==> config.mk <==
export PLATFORM = sky130hd
export DESIGN_NAME = hopfield_seq_network
export DESIGN_NICKNAME = d
export VERILOG_FILES = /design/src/rtl/hopfield_seq_network.sv
export SDC_FILE = /design/constraint.sdc
export NUM_CORES = 1
export LEC_CHECK = 0
export CAP_MARGIN = 20
export CORE_UTILIZATION = 68
export DETAILED_ROUTE_END_ITERATION = 6
export PLACE_DENSITY = 0.95
export SETUP_SLACK_MARGIN = 0.5
export SLEW_MARGIN = 20
export SYNTH_ARGS = -nofsm -noshare
export SYNTH_HDL_FRONTEND = slang
export SYNTH_SLANG_ARGS = --single-unit
==> constraint.sdc <==
create_clock -name clk -period 23.3 [get_ports clk]
set_input_delay 3.495 -clock clk [delete_from_list [all_inputs] [get_ports clk]]
set_output_delay 3.495 -clock clk [all_outputs]
set_load 0.05 [all_outputs]
==> src/rtl/hopfield_seq_network.sv <==
// hopfield_seq_network
// Time-multiplexed binary Hopfield network with on-chip Hebbian learning.
// A single accumulator walks the weight matrix one entry per cycle. Learning
// touches one (i,j) pair per cycle. Recall updates neurons one at a time in
// index order, so each update is seen by the neurons that follow it.
// Optional feature macro: HOPFIELD_WEIGHT_READ_EN adds a combinational
// weight read port (rd_row, rd_col, rd_data).
// Handshake: start is taken only in IDLE (busy=0), together with mode and
// pattern_in. busy stays high until the done pulse, and busy drops in the cycle
// after done. A start seen while busy, or in the done cycle, is dropped.
module hopfield_seq_network #(
    parameter int N          = 7,
    parameter int WEIGHT_W   = 8,
    parameter int MAX_SWEEPS = 15
) (
    input  logic                              clk,
    input  logic                              reset,
    input  logic                              start,
    input  logic                              mode,
    input  logic [N-1:0]                      pattern_in,
    output logic                              busy,
    output logic                              done,
    output logic [N-1:0]                      state_out,
    output logic                              converged,
    output logic [$clog2(MAX_SWEEPS+1)-1:0]   sweep_count
`ifdef HOPFIELD_WEIGHT_READ_EN
    ,
    input  logic [$clog2(N)-1:0]              rd_row,
    input  logic [$clog2(N)-1:0]              rd_col,
    output logic signed [WEIGHT_W-1:0]        rd_data
`endif
);

    localparam int IW = $clog2(N);
    localparam int SW = $clog2(MAX_SWEEPS + 1);
    localparam int AW = WEIGHT_W + $clog2(N) + 1;

    localparam logic [IW-1:0] LAST = IW'(N - 1);
    localparam logic [SW-1:0] SWEEP_LAST = SW'(MAX_SWEEPS - 1);
    localparam logic signed [WEIGHT_W-1:0] WMAX = {1'b0, {(WEIGHT_W-1){1'b1}}};
    localparam logic signed [WEIGHT_W-1:0] WMIN = -WMAX;

    localparam logic [2:0] S_IDLE   = 3'd0;
    localparam logic [2:0] S_LEARN  = 3'd1;
    localparam logic [2:0] S_ACCUM  = 3'd2;
    localparam logic [2:0] S_UPDATE = 3'd3;
    localparam logic [2:0] S_CHECK  = 3'd4;
    localparam logic [2:0] S_DONE   = 3'd5;

    logic [2:0]                 state_q, state_d;
    logic [N-1:0]               pat_q, pat_d;
    logic [IW-1:0]              i_q, i_d;
    logic [IW-1:0]              j_q, j_d;
    logic signed [AW-1:0]       acc_q, acc_d;
    logic                       changed_q, changed_d;
    logic                       conv_q, conv_d;
    logic [SW-1:0]              sweep_q, sweep_d;
    logic [N-1:0]               so_q, so_d;
    logic signed [WEIGHT_W-1:0] w_q [N][N];
    logic signed [WEIGHT_W-1:0] w_d [N][N];

    logic signed [WEIGHT_W-1:0] wij;
    logic signed [AW-1:0]       w_ext;
    logic signed [AW-1:0]       term;
    logic                       acc_neg;
    logic                       acc_pos;
    logic                       new_bit;
    logic                       same;

    // Next-state logic: FSM, counters, accumulator, neuron states and weights
    always_comb begin
        state_d   = state_q;
        pat_d     = pat_q;
        i_d       = i_q;
        j_d       = j_q;
        acc_d     = acc_q;
        changed_d = changed_q;
        conv_d    = conv_q;
        sweep_d   = sweep_q;
        so_d      = so_q;
        w_d       = w_q;

        wij   = w_q[i_q][j_q];
        w_ext = AW'(wij);
        term  = so_q[j_q] ? w_ext : -w_ext;
        if (i_q == j_q) begin
            term = '0;
        end
        acc_neg = acc_q[AW-1];
        acc_pos = !acc_neg && (acc_q != '0);
        new_bit = acc_pos ? 1'b1 : (acc_neg ? 1'b0 : so_q[i_q]);
        same    = (pat_q[i_q] == pat_q[j_q]);

        case (state_q)
            S_IDLE: begin
                if (start) begin
                    pat_d = pattern_in;
                    i_d   = '0;
                    j_d   = '0;
                    if (mode) begin
                        so_d      = pattern_in;
                        acc_d     = '0;
                        sweep_d   = '0;
                        changed_d = 1'b0;
                        conv_d    = 1'b0;
                        state_d   = S_ACCUM;
                    end else begin
                        state_d = S_LEARN;
                    end
                end
            end
            S_LEARN: begin
                // Hebbian step with saturation; the diagonal stays at zero
                if (i_q != j_q) begin
                    if (same) begin
                        if (wij != WMAX) begin
                            w_d[i_q][j_q] = wij + WEIGHT_W'(1);
                        end
                    end else begin
                        if (wij != WMIN) begin
                            w_d[i_q][j_q] = wij - WEIGHT_W'(1);
                        end
                    end
                end
                if (j_q == LAST) begin
                    j_d = '0;
                    if (i_q == LAST) begin
                        state_d = S_DONE;
                    end else begin
                        i_d = i_q + IW'(1);
                    end
                end else begin
                    j_d = j_q + IW'(1);
                end
            end
            S_ACCUM: begin
                acc_d = acc_q + term;
                if (j_q == LAST) begin
                    state_d = S_UPDATE;
                end else begin
                    j_d = j_q + IW'(1);
                end
            end
            S_UPDATE: begin
                // A zero sum keeps the neuron's current value
                so_d[i_q] = new_bit;
                if (new_bit != so_q[i_q]) begin
                    changed_d = 1'b1;
                end
                acc_d = '0;
                j_d   = '0;
                if (i_q == LAST) begin
                    state_d = S_CHECK;
                end else begin
                    i_d     = i_q + IW'(1);
                    state_d = S_ACCUM;
                end
            end
            S_CHECK: begin
                sweep_d = sweep_q + SW'(1);
                if (!changed_q) begin
                    conv_d  = 1'b1;
                    state_d = S_DONE;
                end else if (sweep_q == SWEEP_LAST) begin
                    conv_d  = 1'b0;
                    state_d = S_DONE;
                end else begin
                    changed_d = 1'b0;
                    i_d       = '0;
                    state_d   = S_ACCUM;
                end
            end
            S_DONE: begin
                state_d = S_IDLE;
            end
            default: begin
                state_d = S_IDLE;
            end
        endcase
    end

    // State registers; reset clears everything including the weight matrix
    always_ff @(posedge clk or posedge reset) begin
        if (reset) begin
            state_q   <= S_IDLE;
            pat_q     <= '0;
            i_q       <= '0;
            j_q       <= '0;
            acc_q     <= '0;
            changed_q <= 1'b0;
            conv_q    <= 1'b0;
            sweep_q   <= '0;
            so_q      <= '0;
            for (int r = 0; r < N; r++) begin
                for (int c = 0; c < N; c++) begin
                    w_q[r][c] <= '0;
                end
            end
        end else begin
            state_q   <= state_d;
            pat_q     <= pat_d;
            i_q       <= i_d;
            j_q       <= j_d;
            acc_q     <= acc_d;
            changed_q <= changed_d;
            conv_q    <= conv_d;
            sweep_q   <= sweep_d;
            so_q      <= so_d;
            w_q       <= w_d;
        end
    end

    assign busy        = (state_q != S_IDLE);
    assign done        = (state_q == S_DONE);
    assign state_out   = so_q;
    assign converged   = conv_q;
    assign sweep_count = sweep_q;

`ifdef HOPFIELD_WEIGHT_READ_EN
    // Combinational weight read; indices outside the matrix return zero
    always_comb begin
        rd_data = '0;
        if ((int'(rd_row) < N) && (int'(rd_col) < N)) begin
            rd_data = w_q[rd_row][rd_col];
        end
    end
`endif

endmodule

==> metrics, run 1 <==
number of DRC violations after detailed-routing iteration 0=1817; die area=32100 sq um; DRC violation count after routing=29; violated checks=design-rule violations; run status=finished, violations left; most common cell after layout, fill and taps aside=sky130_fd_sc_hd__dfrtp_1; Final Wtd Congestion=between 0.9 and 1; length in cells of the worst reg-to-reg path=14; Reg clk slew, reported paths=roughly 0.06 ns; Post-Place Setup Slack=~16 ns; highest-count cells in the layout ignoring fill and taps=sky130_fd_sc_hd__dfrtp_1 (430), sky130_fd_sc_hd__mux2_2 (265), sky130_fd_sc_hd__mux2_1 (128), sky130_fd_sc_hd__nand2_1 (66), sky130_fd_sc_hd__o21ai_0 (57); vias in the first global route=15300; total detailed-routing wirelength=about 57 mm; Synth Instances=~1700; width of the die=179 microns; all-layer global routing usage=between 30% and 40%; clock tree sinks=about 430; number of buffers inserted for hold repair after clock tree synthesis=0; predominant post-synthesis flop cell=sky130_fd_sc_hd__dfrtp_1; synthesis-to-finish area growth=7.96%; Worst Hold Margin=between 0.3 and 0.4 ns; required time at the endpoint of the critical path=23.75 ns; vias=about 15000; final period utilization=30.4%; clk buf depth=3; total core area=roughly 30000 sq um; number of pins with negative max-slew slack in the final report=0; drt pass-1 iters=7; total placed instance area=about 22000 sq um; number of input and output port buffers inserted=24; peak fanout along the critical path=59; Remaining Overflow, GRT=0; number of warnings reported in the yosys synthesis log=0; top-level port count=25; CP startpoint kind=flop; average cell area after synthesis=~13 sq um; slack of the critical path=roughly 16 ns; critical path endpoint category=flop; post_cts resized=0; peak clock frequency supported by timing=0.141 GHz; Sum Neg Setup Slack=0 ns; Starting Density=a little over two thirds; cell accounting for the most synthesized area=sky130_fd_sc_hd__dfrtp_1; DR vias/cell=about 7.3; Die Ht=179 microns; total standard cell area after synthesis=21400 sq um; WS Path Type=reg -> reg; final non-filler cell area=roughly 23000 sq um; number of storage elements in the synthesis netlist=between 400 and 500; total setup buffers inserted after CTS=0; power density over the cells=64.4 nW/um^2; top area cells in the synthesized netlist=sky130_fd_sc_hd__dfrtp_1 (51%), sky130_fd_sc_hd__mux2_2 (14%), sky130_fd_sc_hd__mux2_1 (6.7%); num rows=64; number of buffers created by CTS=between 40 and 50; unrepaired setup endpoints after global routing=false; fin nets=1625; final count of negative-setup-slack endpoints=0; source-to-sink clock delay at the later pin of the worst-skew pair=0.58 ns; Leak=between 10 and 15 nW; max-cap viol count=0; total count of hold-check failures in the final report=0; post-DP HPWL=roughly 35 mm; antenna violations before repair=3; Post-synth ARST share=between 90% and 100%; CTS tree=built; data arrival time of the critical path=around 7.5 ns; H-tree lvl count=2; pin count of the biggest net entering global routing=around 200; maximum VDD drop=0.0000664 V; layout cells sized above 1=27.6%; average wire length per cell after detail routing=between 20 and 30 microns; hold-critical path depth=0; sequential-to-total area share from yosys stat=50.7%; first-pass GRT wire length=approximately 89 mm; fraction of synthesized cell area taken by the top area cell type=50.7%; headroom to the max-slew limit=between 20% and 30%; count of nets left with antenna violations after detail routing=0; setup slack on the worst flop-to-flop path=between 15 and 20 ns; Final min period=a little over 7 ns; path category of the worst min-delay check=reg -> reg; pin slew with the least headroom to its limit=between 1 and 1.5 ns; Total Power Consumption=1.49 mW; number of distinct standard cells referenced by the synthesized netlist=a little over 70; EDFF count, synth=0; Layout Skew=0.0282 ns; clk root buf=sky130_fd_sc_hd__clkbuf_16; Synth Net Count=roughly 1700
cell usage after synthesis, drive strengths merged, types with 12 or more instances:
cell	number
nand3	19
mux4	28
a22o	20
nand2	66
mux2i	27
nor2	56
a21oi	41
a221oi	16
inv	16
clkbuf	121
a22oi	48
mux2	410
or3	25
nor3	33
buf	67
o21ai	57
dfrtp	433
a221o	18
nor2b	12
xnor2	21
ha	21
per-stage QoR:
step	util, %	instances
after detailed placement	70.1	1940
after floorplan	-	1682
final	75.0	2021
after CTS	74.8	2018
after global routing	75.0	2021
after global placement	70.1	1940
layer usage:
layer / vias up / global-route usage [%] / routed length [microns] / share of wire (%)
met5: - / 1.60 / 26 / 0.045
met4: 4 / 21.0 / 3430 / 6.0
met3: 297 / 12.0 / 6780 / 12
met2: 1047 / 56.4 / 26000 / 45
met1: 7419 / 46.9 / 21000 / 37
li1: 5970 / - / - / -
path summary, 6_finish.rpt:
kind / to / start
max: w_q[302]$_DFFE_PP0P_ / i_q[1]$_DFFE_PP0P_
min: w_q[134]$_DFFE_PP0P_ / w_q[134]$_DFFE_PP0P_
max reg2reg: w_q[302]$_DFFE_PP0P_ / i_q[1]$_DFFE_PP0P_
min reg2reg: w_q[134]$_DFFE_PP0P_ / w_q[134]$_DFFE_PP0P_
max in group asynchronous: w_q[258]$_DFFE_PP0P_ / reset
min in group asynchronous: w_q[266]$_DFFE_PP0P_ / reset
final cells by class:
cell class | count | area (sq um)
flip-flops and latches | 433 | 10800
repair buffers | 52 | 507
diodes | 1 | 2.50
fillers | 1778 | 7680
inverters | 20 | 87.6
multi-input cells | 1041 | 9690
clock inverters | 14 | 166
well taps | 396 | 495
clock buffers | 64 | 1280
power by group:
group          internal [mW]  total [mW]  switching [mW]
clock                  0.415       0.717           0.303
sequential             0.752       0.752               0
combinational        0.00259      0.0175          0.0149
cell families after synthesis:
group	Yosys count	synth area share (%)
AO/OA/AOI/OAI	275	9.27
XOR/XNOR	30	1.23
adder cells (fa/ha/maj)	22	1.32
buffers and inverters	208	4.37
flip-flops	433	50.7
multiplexers	465	26.1
AND/OR/NAND/NOR	249	6.97
worst max-delay path: stages, from the launching register on:
cell	delay (ns)
sky130_fd_sc_hd__dfrtp_4	0.56
sky130_fd_sc_hd__buf_4	0.73
sky130_fd_sc_hd__buf_4	0.82
sky130_fd_sc_hd__nor2b_2	0.37
sky130_fd_sc_hd__buf_4	0.34
sky130_fd_sc_hd__a221o_1	0.37
sky130_fd_sc_hd__o21ai_0	0.15
sky130_fd_sc_hd__o22ai_1	0.26
sky130_fd_sc_hd__nor4_2	0.84
sky130_fd_sc_hd__nand3_2	0.23
sky130_fd_sc_hd__or2_4	0.35
sky130_fd_sc_hd__o311ai_4	0.21
sky130_fd_sc_hd__buf_4	0.68
sky130_fd_sc_hd__or3_1	0.53
sky130_fd_sc_hd__mux2_2	0.40
(Power assumes the default switching activity.)
==> run 2, diff against run 1 <==
- CORE_UTILIZATION: 68 -> 63
- PLACE_DENSITY: 0.95 -> 0.9
- clock period: 23.3 -> 7.3 ns (I/O delays scaled with it)
==> run 2 against run 1 <==
Compared with the run above:
- the run still ends with design-rule violations left
- register-to-register slack worse by 15 ns
- via count is 2.2% lower
- hold slack better by 0.00062 ns
- maximum frequency is 19% higher
- critical path depth is 4 lower
- sequential share of layout area is 0.52 points lower
- clock-buffer cell count is 7 higher
- sequential power grew to 3.2 times the previous value
- worst setup slack worse by 15 ns
- first-iteration DRC count is 3.5% higher
- clock power grew to 3.4 times the previous value
- core utilization is 5.3 points lower
- largest cell class unchanged
==> metrics, run 2 (synthesized netlist as in run 1, its figures left out) <==
num rows=67 (+4.7%); worst r2r src=i_q[2]$_DFFE_PP0P_; number of buffers inserted for hold repair after clock tree synthesis=0 (unchanged); count of nets left with antenna violations after detail routing=0 (unchanged); total setup buffers inserted after CTS=0 (unchanged); top-level port count=25 (unchanged); critical path endpoint category=flop; CP startpoint=i_q[2]$_DFFE_PP0P_; grt met2 use=52.8% (-3.6 points); number of input and output port buffers inserted=24 (unchanged); peak clock frequency supported by timing=0.168 GHz (+19%); max-cap viol count=0 (unchanged); routing usage on met1=46.9% (-0.050 points); clk buf depth=3 (unchanged); number of pins with negative max-slew slack in the final report=0 (unchanged); antenna violations before repair=0 (-3); DR vias/cell=6.91 (-5.2%); Final Wtd Congestion=0.956 (+0.41%); pin count of the biggest net entering global routing=191 (-4.0%); vias in the first global route=14800 (-3.5%); total core area=33400 sq um (+8.8%); number of cells in the finished layout apart from fillers=2084 (+3.1%); number of DRC violations after detailed-routing iteration 0=1880 (+3.5%); total count of hold-check failures in the final report=0 (unchanged); Starting Density=63.9% (-5.6 points); global route hottest layer=met2; Die Ht=186 microns (+3.8%); unrepaired setup endpoints after global routing=false; antenna diode count=0 (-1); min-delay src=w_q[195]$_DFFE_PP0P_; headroom to the max-slew limit=31.9% (+12 points); maximum VDD drop=0.000207 V (+210%); Sum Neg Setup Slack=0 ns (unchanged); clock tree sinks=433 (unchanged); fraction of power consumed by the clock network=49.6% (+1.3 points); part of the total power dissipated in sequential elements=49.2% (-1.4 points); Post-Place Cells=2001 (+3.1%); width of the die=186 microns (+3.8%); share of total power in combinational logic=1.1% (about the same); Final min period=5.94 ns (-1.14 ns); synthesis-to-finish area growth=9.19%; violated checks=design-rule violations; most common cell after layout, fill and taps aside=sky130_fd_sc_hd__dfrtp_1; Layout fillers=2062 (+16%); highest-count cells in the layout ignoring fill and taps=sky130_fd_sc_hd__dfrtp_1 (430), sky130_fd_sc_hd__mux2_2 (265), sky130_fd_sc_hd__mux2_1 (128), sky130_fd_sc_hd__nand2_1 (66), sky130_fd_sc_hd__o21ai_0 (57); average wire length per cell after detail routing=27.5 microns (-3.1%); CTS tree=built; Layout Skew=0.0219 ns (-0.00627 ns); source-to-sink clock delay at the later pin of the worst-skew pair=0.56 ns (-0.02 ns); met3 usage=8.66% (-3.3 points); Net Sw Power=0.992 mW (+210%); CP startpoint kind=flop; final period utilization=81.3% (+51 points); vias=14400 (-2.2%); fin nets=1633 (+0.49%); data arrival time of the critical path=6.38 ns (-1.15 ns); internal power=3.88 mW (+230%); H-tree lvl count=2 (unchanged); first-pass GRT wire length=89.1 mm (+0.22%); path category of the worst min-delay check=reg -> reg; pin slew with the least headroom to its limit=1.02 ns (-0.173 ns); WS Path Type=reg -> reg; all-layer global routing usage=34.5% (-2.6 points); switching share of total power=20.3% (-1.0 points); required time at the endpoint of the critical path=7.75 ns (-16.00 ns); Remaining Overflow, GRT=0 (unchanged); DRC violation count after routing=1 (-97%); drt pass-1 iters=7 (unchanged); Reg clk slew, reported paths=0.06 ns (about the same); die area=34700 sq um (+7.8%); post-DP HPWL=36.1 mm (+3.8%); post_cts resized=0 (unchanged); power density over the cells=209 nW/um^2 (+220%); layout cells sized above 1=28.2% (+0.59 points); clk root buf=sky130_fd_sc_hd__clkbuf_16; Leak=11.4 nW (+0.89%); peak fanout along the critical path=53 (-10%); total detailed-routing wirelength=57.2 mm (-0.12%); number of buffers created by CTS=44 (unchanged); final count of negative-setup-slack endpoints=0 (unchanged); run status=finished, violations left
## run 2: cell types whose count changed in the layout (fill, tap and decap cells not counted), moves of 2 or more
cell                        delta
sky130_fd_sc_hd__buf_12        +3
sky130_fd_sc_hd__buf_4         +6
sky130_fd_sc_hd__bufinv_16     +2
sky130_fd_sc_hd__clkbuf_8      +6
sky130_fd_sc_hd__clkinv_2      -3
sky130_fd_sc_hd__nor3_1        -2
sky130_fd_sc_hd__nor3_2        +2
## run 2: per-layer routing
| layer | wire, microns | up-vias |
|---|---|---|
| met4 | 2970 | 0 |
| met1 | 22200 | 7276 |
| met5 | 0 | - |
| met2 | 25900 | 931 |
| li1 | - | 5981 |
| met3 | 6150 | 220 |
## run 2: critical path: stages, from the launching register on
cell and delay [ns]:
sky130_fd_sc_hd__dfrtp_4 0.95, sky130_fd_sc_hd__inv_2 0.62, sky130_fd_sc_hd__a221oi_1 0.86, sky130_fd_sc_hd__o32ai_1 0.23
sky130_fd_sc_hd__nor4_4 0.62, sky130_fd_sc_hd__nand3_2 0.19, sky130_fd_sc_hd__or2_4 0.33, sky130_fd_sc_hd__o311ai_4 0.64
sky130_fd_sc_hd__buf_4 0.44, sky130_fd_sc_hd__or3_1 0.49, sky130_fd_sc_hd__mux2_2 0.40
## run 2: stage by stage
step	hold WS (ns)	total power, mW	util (%)	setup slack, ns	cell area [sq um]
final	0.372	4.87	69.8	1.36	23300
after global routing	0.381	4.99	69.8	1.17	23300
after CTS	0.376	4.89	69.7	1.57	23300
after detailed placement	0.362	2.50	65.0	1.69	21700
after global placement	0.357	2.50	64.9	1.60	21700
after floorplan	0.421	2.48	-	0.358	21400
## run 2: power groups by stage
stage,clock (mW),combinational (mW),sequential [mW]
2_1_floorplan,0,0.0351,2.45
5_1_grt,2.53,0.0646,2.40
4_1_cts,2.43,0.0573,2.40
3_5_place_dp,0,0.0573,2.44
3_3_place_gp,0,0.0555,2.44
6_report,2.42,0.0548,2.40
## run 2: final cells by class
cell class	instances	area (sq um)	area share, %
Clock buffer	71	1390	5.94
Clock inverter	11	191	0.820
Inverter	20	78.8	0.338
Multi-Input combinational cell	1041	9690	41.5
Sequential cell	433	10800	46.5
Tap cell	448	561	2.40
Timing Repair Buffer	60	584	2.50
## run 2: path summary, 6_finish.rpt
| path | cells past startpoint | end | slack [ns] |
|---|---|---|---|
| setup / recovery | 10 | w_q[110]$_DFFE_PP0P_ | 1.36 |
| hold / removal | 0 | w_q[195]$_DFFE_PP0P_ | 0.37 |
| setup reg to reg | 10 | w_q[110]$_DFFE_PP0P_ | 1.36 |
| hold reg to reg | 0 | w_q[195]$_DFFE_PP0P_ | 0.37 |
| max in group asynchronous | 3 | w_q[369]$_DFFE_PP0P_ | 5.05 |
| min in group asynchronous | 2 | w_q[154]$_DFFE_PP0P_ | 0.91 |
